**src/rtl/gray_ptr_sync_dec.sv**
```systemverilog
// Synchronizes a Gray-coded pointer from a foreign clock domain and decodes it to binary.
// Each accepted change raises a one-cycle strobe with the step size. Multi-bit jumps are flagged and counted.
module gray_ptr_sync_dec #(
    parameter int BIT_WIDTH     = 4,
    parameter int SYNC_STAGES   = 2,
    parameter int ERR_CNT_WIDTH = 8
) (
    input  logic                     clk,
    input  logic                     rst_n,
    input  logic [BIT_WIDTH-1:0]     gray_in,
    input  logic                     err_clr,
    output logic [BIT_WIDTH-1:0]     bin_data,
    output logic                     bin_valid,
    output logic [BIT_WIDTH-1:0]     bin_step,
    output logic                     gray_err,
    output logic [ERR_CNT_WIDTH-1:0] err_cnt
);

    function automatic logic [BIT_WIDTH-1:0] gray2bin(input logic [BIT_WIDTH-1:0] g);
        logic [BIT_WIDTH-1:0] b;
        b[BIT_WIDTH-1] = g[BIT_WIDTH-1];
        for (int i = BIT_WIDTH - 2; i >= 0; i--) begin
            b[i] = b[i+1] ^ g[i];
        end
        return b;
    endfunction

    function automatic logic [ERR_CNT_WIDTH-1:0] sat_inc(input logic [ERR_CNT_WIDTH-1:0] c);
        return (c == {ERR_CNT_WIDTH{1'b1}}) ? c : c + 1'b1;
    endfunction

    logic [BIT_WIDTH-1:0] sync_q [SYNC_STAGES];
    logic [BIT_WIDTH-1:0] sync_gray;
    logic [BIT_WIDTH-1:0] gray_prev;
    logic [BIT_WIDTH-1:0] gray_diff;
    logic [BIT_WIDTH-1:0] dec_gray;
    logic                 changed;
    logic                 multi_bit;

    // Synchronizer chain: plain flop-to-flop, no logic between stages
    always_ff @(posedge clk or negedge rst_n) begin
        if (!rst_n) begin
            for (int s = 0; s < SYNC_STAGES; s++) begin
                sync_q[s] <= '0;
            end
        end else begin
            sync_q[0] <= gray_in;
            for (int s = 1; s < SYNC_STAGES; s++) begin
                sync_q[s] <= sync_q[s-1];
            end
        end
    end

    assign sync_gray = sync_q[SYNC_STAGES-1];
    assign gray_diff = sync_gray ^ gray_prev;
    assign dec_gray  = gray2bin(sync_gray);
    assign changed   = |gray_diff;
    // Clearing the lowest set bit leaves a nonzero value only if two or more bits differ
    assign multi_bit = |(gray_diff & (gray_diff - 1'b1));

    // Compare / decode stage
    always_ff @(posedge clk or negedge rst_n) begin
        if (!rst_n) begin
            gray_prev <= '0;
            bin_data  <= '0;
            bin_step  <= '0;
            bin_valid <= 1'b0;
            gray_err  <= 1'b0;
            err_cnt   <= '0;
        end else begin
            bin_valid <= changed;
            gray_err  <= multi_bit;
            if (changed) begin
                gray_prev <= sync_gray;
                bin_data  <= dec_gray;
                bin_step  <= dec_gray - bin_data;
            end
            if (multi_bit) begin
                err_cnt <= sat_inc(err_clr ? '0 : err_cnt);
            end else if (err_clr) begin
                err_cnt <= '0;
            end
        end
    end

endmodule

```
**config.mk**
```make
export PLATFORM = sky130hd
export DESIGN_NAME = gray_ptr_sync_dec
export DESIGN_NICKNAME = d
export VERILOG_FILES = /design/src/rtl/gray_ptr_sync_dec.sv
export SDC_FILE = /design/constraint.sdc
export NUM_CORES = 1
export LEC_CHECK = 0
export CAP_MARGIN = 20
export CORE_MARGIN = 2
export CORE_UTILIZATION = 40
export CTS_CLUSTER_DIAMETER = 80
export DETAILED_ROUTE_END_ITERATION = 6
export MAX_ROUTING_LAYER = met4
export SYNTH_ARGS = -nofsm -noshare
export SYNTH_HDL_FRONTEND = slang
export SYNTH_SLANG_ARGS = --single-unit
export TNS_END_PERCENT = 30
```
**constraint.sdc**
```tcl
create_clock -name clk -period 5.4 [get_ports clk]
set_clock_uncertainty 0.05 [all_clocks]
set_input_delay 1.08 -clock clk [delete_from_list [all_inputs] [get_ports clk]]
set_output_delay 1.08 -clock clk [all_outputs]
set_load 0.1 [all_outputs]
```
==> impl_metrics.tcl, run 1 <==
set metrics [dict create \
    p_leak_nw 0.688 \
    p_per_area_nw_per_um2 479 \
    cts-root-buf "clkbuf_4" \
    drv_slew 0 \
    io_buffers 24 \
    coreArea_um2 3050 \
    drcViolationCount 0 \
    async_flop_share 1.00 \
    pre_cts_slack_ns 2.04 \
    critPathSlowestCell "clkdlybuf4s50_1" \
    ir_drop_mv 0.289 \
    fmax_mhz 322 \
    pin_count 25 \
    ys_seq_area_frac 0.569 \
    vias_per_cell 4.80 \
    antenna_found_initial 0 \
    drtIter0Drc 22 \
    first_pass_iters 3 \
    reg2reg_slack_ns 3.03 \
    critPathLaunchType "flop" \
    cts_max_level 2 \
    r2r-start "sync_gray[3]$_DFF_PN0_" \
    hp-class "flop to flop" \
    die_w_um 60.5 \
    cts.sinks 29 \
    max_slew_margin 0.350 \
    grt_pass1_vias 860 \
    dieArea_um2 3660 \
    dpl.hpwl_mm 1.49 \
    path_delay_family "buffers and inverters" \
    period_share 0.574 \
    crit_path_max_fanout 8 \
    wl_mm 2.10 \
    ant_nets 0 \
    ys_seq_elements 29 \
    clk_latency_ns 0.32 \
    whs_path_depth 0 \
    worstPathRequired_ns 4.27 \
    ctsResizeCount 0 \
    status "completed" \
    synth_ff_type "dfrtp_1" \
    setup-violations-final 0 \
    die_h_um 60.5 \
    cp-end-kind "output pin" \
    track_usage 0.151 \
    drt-wirelength-per-cell_um 12.0 \
    grt.overflow.total 0 \
    rsz0062_at_grt "no" \
    synth_edf_count 0 \
    layout.nets 142 \
    fin_ws_ns 2.30 \
    clkTransAtPathRegs_ns 0.10 \
    layout-drive-gt1-share 0.145 \
    tritoncts "built" \
    gp_congestion 0.782 \
    antennaDiodeCount 0 \
    grt_max_degree 30 \
    synth_cell_type_count 37 \
    rows 20 \
    syn_inst 106 \
    r2r_cells 9 \
    postCtsSetupBuffers 0 \
    hp-start "sync_q[6]$_DFF_PN0_" \
    hold_viol 0 \
    finalSetupTns_ns 0 \
    cp_data_arrival_time_ns 1.97 \
    synth.avg_cell_area_um2 12.0 \
    cts_buffer_depth 2 \
    hold_end "sync_gray[2]$_DFF_PN0_" \
    rr_endpoint "bin_step[3]$_DFFE_PN0P_" \
    finalCriticalPeriod_ns 3.10 \
    synth_fp_nets 118 \
    drv_cap 0 \
    crit_chain "clkdlybuf4s50_1" \
    vias 840 \
    start_util 0.418 \
    cp_num_buf_inv 1 \
    cts_buffers 5 \
    hold_buffers 0 \
    grt_pass1_wl_mm 3.77 \
    area_growth_pct 27.0 \
    ys_warn_count 0 \
    criticalPathCategory "flop to output pin" \
    worstMarginPinSlew_ns 0.972 \
    synth_area_um2 1280 \
    cpPeakStageDelay_ns 1.17 \
]
## cell type report
class / instances / area (µm²)
clock inverters: 2 / 37.5
flip-flops and latches: 29 / 726
multi-input cells: 64 / 484
inverters: 5 / 18.8
fillers: 299 / 1430
well taps: 44 / 55.1
repair buffers: 25 / 248
clock buffers: 6 / 51.3
## synth_stat cells (all sizes together), types with 2 or more instances
master  count  share of area
a21oi       9          0.035
buf         3          0.019
a31oi       2         0.0098
o21ai       3          0.015
inv         5          0.015
and4        2          0.014
nor2        7          0.021
ha          4          0.039
a311oi      2          0.014
a41oi       2          0.014
xor2        3          0.021
nand2       3         0.0088
mux2        2          0.018
dfrtp      29           0.57
nand2b      2         0.0098
nor2b       2         0.0098
clkbuf      4          0.012
xnor2       6          0.041
## worst max path at each step
stage | start | end | slack (ns) | cells after the start
detailed placement | err_clr | err_cnt[3]$_DFF_PN0_ | 2.04 | 7
finish | err_cnt[5]$_DFF_PN0_ | err_cnt[5] | 2.30 | 1
global route | err_cnt[5]$_DFF_PN0_ | err_cnt[5] | 2.20 | 1
global placement | err_clr | err_cnt[3]$_DFF_PN0_ | 2.11 | 9
CTS | err_cnt[5]$_DFF_PN0_ | err_cnt[5] | 2.28 | 1
floorplan | err_clr | err_cnt[3]$_DFF_PN0_ | 2.64 | 7
## layout by cell type, fill, tap and decap left out, types with 2 or more instances in the layout
| cell | Yosys | final |
|---|---|---|
| xnor2_1 | 6 | 6 |
| nand2_1 | 3 | 3 |
| and4_1 | 2 | 2 |
| a31oi_1 | 2 | 2 |
| nand2b_1 | 2 | 2 |
| a311oi_1 | 2 | 2 |
| a21oi_1 | 9 | 9 |
| dfrtp_1 | 29 | 29 |
| o21ai_0 | 2 | 2 |
| inv_1 | 5 | 5 |
| a41oi_1 | 2 | 2 |
| mux2_2 | 2 | 2 |
| clkbuf_4 | 0 | 5 |
| nor2b_1 | 2 | 2 |
| xor2_1 | 3 | 3 |
| ha_1 | 4 | 4 |
| clkdlybuf4s50_1 | 0 | 24 |
| nor2_1 | 7 | 7 |
## sequential cells by signal (all words and copies together), names as in the netlist
| signal | count |
|---|---|
| err_cnt | 8 |
| gray_prev | 3 |
| sync_q | 4 |
| gray_err | 1 |
| bin_valid | 1 |
| sync_gray | 4 |
| bin_data | 4 |
| bin_step | 4 |
## power breakdown
part | internal, W | leakage, nW | total, W | switching (W)
Clock | 0.000110 | 0.0445 | 0.000186 | 0.0000755
Combinational | 0.0000800 | 0.296 | 0.000323 | 0.000243
Sequential | 0.000247 | 0.348 | 0.000267 | 0.0000201
Total | 0.000437 | 0.688 | 0.000776 | 0.000339
## per-stage QoR
stage | hold WS [ns] | std cells | total power, W | util | instance area [µm²]
2_1_floorplan | 0.281 | 106 | 0.000522 | - | 1280
3_3_place_gp | 0.281 | 167 | 0.000592 | 0.502 | 1530
3_5_place_dp | 0.285 | 167 | 0.000597 | 0.502 | 1530
4_1_cts | 0.308 | 175 | 0.000788 | 0.531 | 1620
5_1_grt | 0.323 | 175 | 0.000818 | 0.531 | 1620
6_report | 0.305 | 175 | 0.000776 | 0.531 | 1620
## per-layer routing
| metal | track usage | wire length, µm | up-vias |
|---|---|---|---|
| met5 | - | 0 | - |
| met4 | 0.0559 | 34 | 0 |
| met3 | 0.0768 | 128 | 5 |
| met2 | 0.224 | 1010 | 20 |
| met1 | 0.177 | 932 | 400 |
| li1 | - | - | 415 |
## kinds of logic (layout without fill, tap and decap cells)
kind of cell | Yosys count | in the layout | synth area share
adders and majority gates | 6 | 6 | 0.0637
buffers and inverters | 13 | 38 | 0.0520
DFF | 29 | 29 | 0.569
AOI/OAI and AO/OA | 23 | 23 | 0.125
xor gates and xnor gates | 9 | 9 | 0.0618
muxes | 3 | 3 | 0.0255
and+or+nand+nor | 23 | 23 | 0.104
Note: power is estimated with default switching activity, not from simulation.
==> run 2: changes to the inputs <==
- PLACE_DENSITY: default -> 0.67
- clock period: 5.4 -> 2.7 ns (I/O delays scaled with it)
==> run 2 against run 1 <==
  * Critical path depth grew 7
  * Total power rose by 81%
  * First-iteration DRC count is 27% higher
  * Clock power up 31%
  * Via count grew 3.6%
  * Register-to-register slack worse by 2.5 ns
  * Die area is the same
  * Highest routed layer unchanged
  * Clock-buffer cell count is the same
  * Sequential power rose by 99%
  * Core utilization down 2.2 points
==> impl_metrics.tcl, run 2 (synthesis gave the netlist of run 1 again) <==
set metrics [dict create \
    io_buffers 24 \
    die_h_um 60.5 \
    worstPathRequired_ns 2.85 \
    ant_nets 0 \
    wl_mm 2.05 \
    cts_buffer_depth 2 \
    critPathLaunchType "input pin" \
    pin_count 25 \
    setup-violations-final 0 \
    cp-end-kind "flop" \
    top_register "err_cnt" \
    fin_ws_ns 0.446 \
    drv_cap 0 \
    hp-start "sync_q[6]$_DFF_PN0_" \
    intPower_w 0.000738 \
    critPathSlowestCell "clkdlybuf4s50_1" \
    dpl.hpwl_mm 1.47 \
    r2r-start "sync_gray[3]$_DFF_PN0_" \
    combPwrFrac 0.450 \
    cp_num_buf_inv 1 \
    cts_max_level 2 \
    cts.sinks 29 \
    ir_drop_mv 0.347 \
    seqPwrFrac 0.378 \
    start_util 0.418 \
    criticalPathCategory "input pin to flop" \
    drcViolationCount 0 \
    postCtsSetupBuffers 0 \
    clkTransAtPathRegs_ns 0.08 \
    drt-wirelength-per-cell_um 11.6 \
    p_leak_nw 0.707 \
    area_growth_pct 21.7 \
    rsz0062_at_grt "no" \
    vias 870 \
    power_frac_clock 0.173 \
    cp_data_arrival_time_ns 2.40 \
    clk_latency_ns 0.32 \
    tritoncts "built" \
    vias_per_cell 4.92 \
    cp.depth 8 \
    path_delay_family "simple AND/OR/NAND/NOR gates" \
    pre_cts_slack_ns 0.0951 \
    hold_viol 0 \
    status "completed" \
    final_common_cell "dfrtp_1" \
    grt_pass1_vias 813 \
    layout.nets 144 \
    drtIter0Drc 28 \
    cts-root-buf "clkbuf_4" \
    final_cell_mix "dfrtp_1 (29), buf_4 (21), a21oi_1 (9), nor2_1 (7)" \
    crit_chain "clkdlybuf4s50_1 > nor2b_1 > ha_1 > and4_1 > nand4_1 > or3_1 > o21ai_0 > a21oi_1" \
    fmax_mhz 444 \
    drv_slew 0 \
    dieArea_um2 3660 \
    crit_path_max_fanout 5 \
    coreArea_um2 3050 \
    antenna_found_initial 0 \
    r2r_cells 9 \
    hold_buffers 0 \
    gp_congestion 0.804 \
    whs_path_depth 0 \
    die_w_um 60.5 \
    p_sw_frac 0.476 \
    first_pass_iters 3 \
    largest_register_ffs 8 \
    p_per_area_nw_per_um2 906 \
    grt_pass1_wl_mm 3.45 \
    grt.overflow.total 0 \
    finalCriticalPeriod_ns 2.25 \
    critPathLaunch "err_clr" \
    p_sw_w 0.000670 \
    period_share 0.835 \
    grt_max_degree 30 \
    cpPeakStageDelay_ns 0.43 \
    layout-drive-gt1-share 0.286 \
    cts_buffers 5 \
    hp-class "flop to flop" \
    finalSetupTns_ns 0 \
    worstMarginPinSlew_ns 0.536 \
    ctsResizeCount 0 \
    max_slew_margin 0.642 \
    rows 20 \
    antennaDiodeCount 0 \
    track_usage 0.138 \
]
-- run 2: cell types whose count changed in the layout (fill, tap and decap cells not counted), sizes merged --
cell / before / now
buf: 1 / 21
bufinv: 1 / 0
clkdlybuf4s50: 24 / 6
clkinv: 0 / 2
clkinvlp: 1 / 0
-- run 2: worst register-to-register path, cell delays in order, from the launching register on --
cell,delay [ns]
dfrtp_1,0.42
xor2_1,0.29
xnor2_1,0.20
xor2_1,0.22
ha_1,0.22
inv_1,0.05
a21o_1,0.16
a21oi_1,0.17
xnor2_1,0.09
mux2_2,0.27
-- run 2: power groups by stage --
| stage | clock (W) | combinational, W | sequential (W) |
|---|---|---|---|
| final | 0.000243 | 0.000633 | 0.000531 |
| after global routing | 0.000276 | 0.000662 | 0.000541 |
| after CTS | 0.000255 | 0.000639 | 0.000533 |
| after detailed placement | 0 | 0.000638 | 0.000542 |
| after global placement | 0 | 0.000631 | 0.000539 |
| after floorplan | 0 | 0.000135 | 0.000909 |
-- run 2: cell type report --
type | instances | area, µm²
fillers | 297 | 1500
repair buffers | 27 | 218
clock buffers | 6 | 41.3
clock inverters | 2 | 10.0
well taps | 44 | 55.1
inverters | 5 | 18.8
flip-flops and latches | 29 | 726
multi-input cells | 64 | 484
-- run 2: through the flow --
stage / area (µm²) / util / total power (W) / std cells / hold WS [ns]
6_report: 1550 / 0.509 / 0.00141 / 177 / 0.305
3_5_place_dp: 1500 / 0.492 / 0.00118 / 169 / 0.290
2_1_floorplan: 1280 / - / 0.00104 / 106 / 0.194
5_1_grt: 1550 / 0.509 / 0.00148 / 177 / 0.319
3_3_place_gp: 1500 / 0.492 / 0.00117 / 169 / 0.283
4_1_cts: 1550 / 0.509 / 0.00143 / 177 / 0.311
-- run 2: per-layer routing --
metal,track usage,wire (µm),vias up
met3,0.0640,120,6
li1,-,-,422
met4,0.0652,44,0
met2,0.202,962,16
met1,0.161,917,426
met5,-,0,-
-- run 2: final timing paths --
kind | endpoint | slack (ns)
worst max register to register | bin_step[3]$_DFFE_PN0P_ | 0.49
worst max-delay path | err_cnt[0]$_DFF_PN0_ | 0.45
worst min-delay path | sync_gray[2]$_DFF_PN0_ | 0.31
worst min register to register | sync_gray[2]$_DFF_PN0_ | 0.31
min in group asynchronous | bin_step[3]$_DFFE_PN0P_ | 0.53
max in group asynchronous | err_cnt[2]$_DFF_PN0_ | 1.80
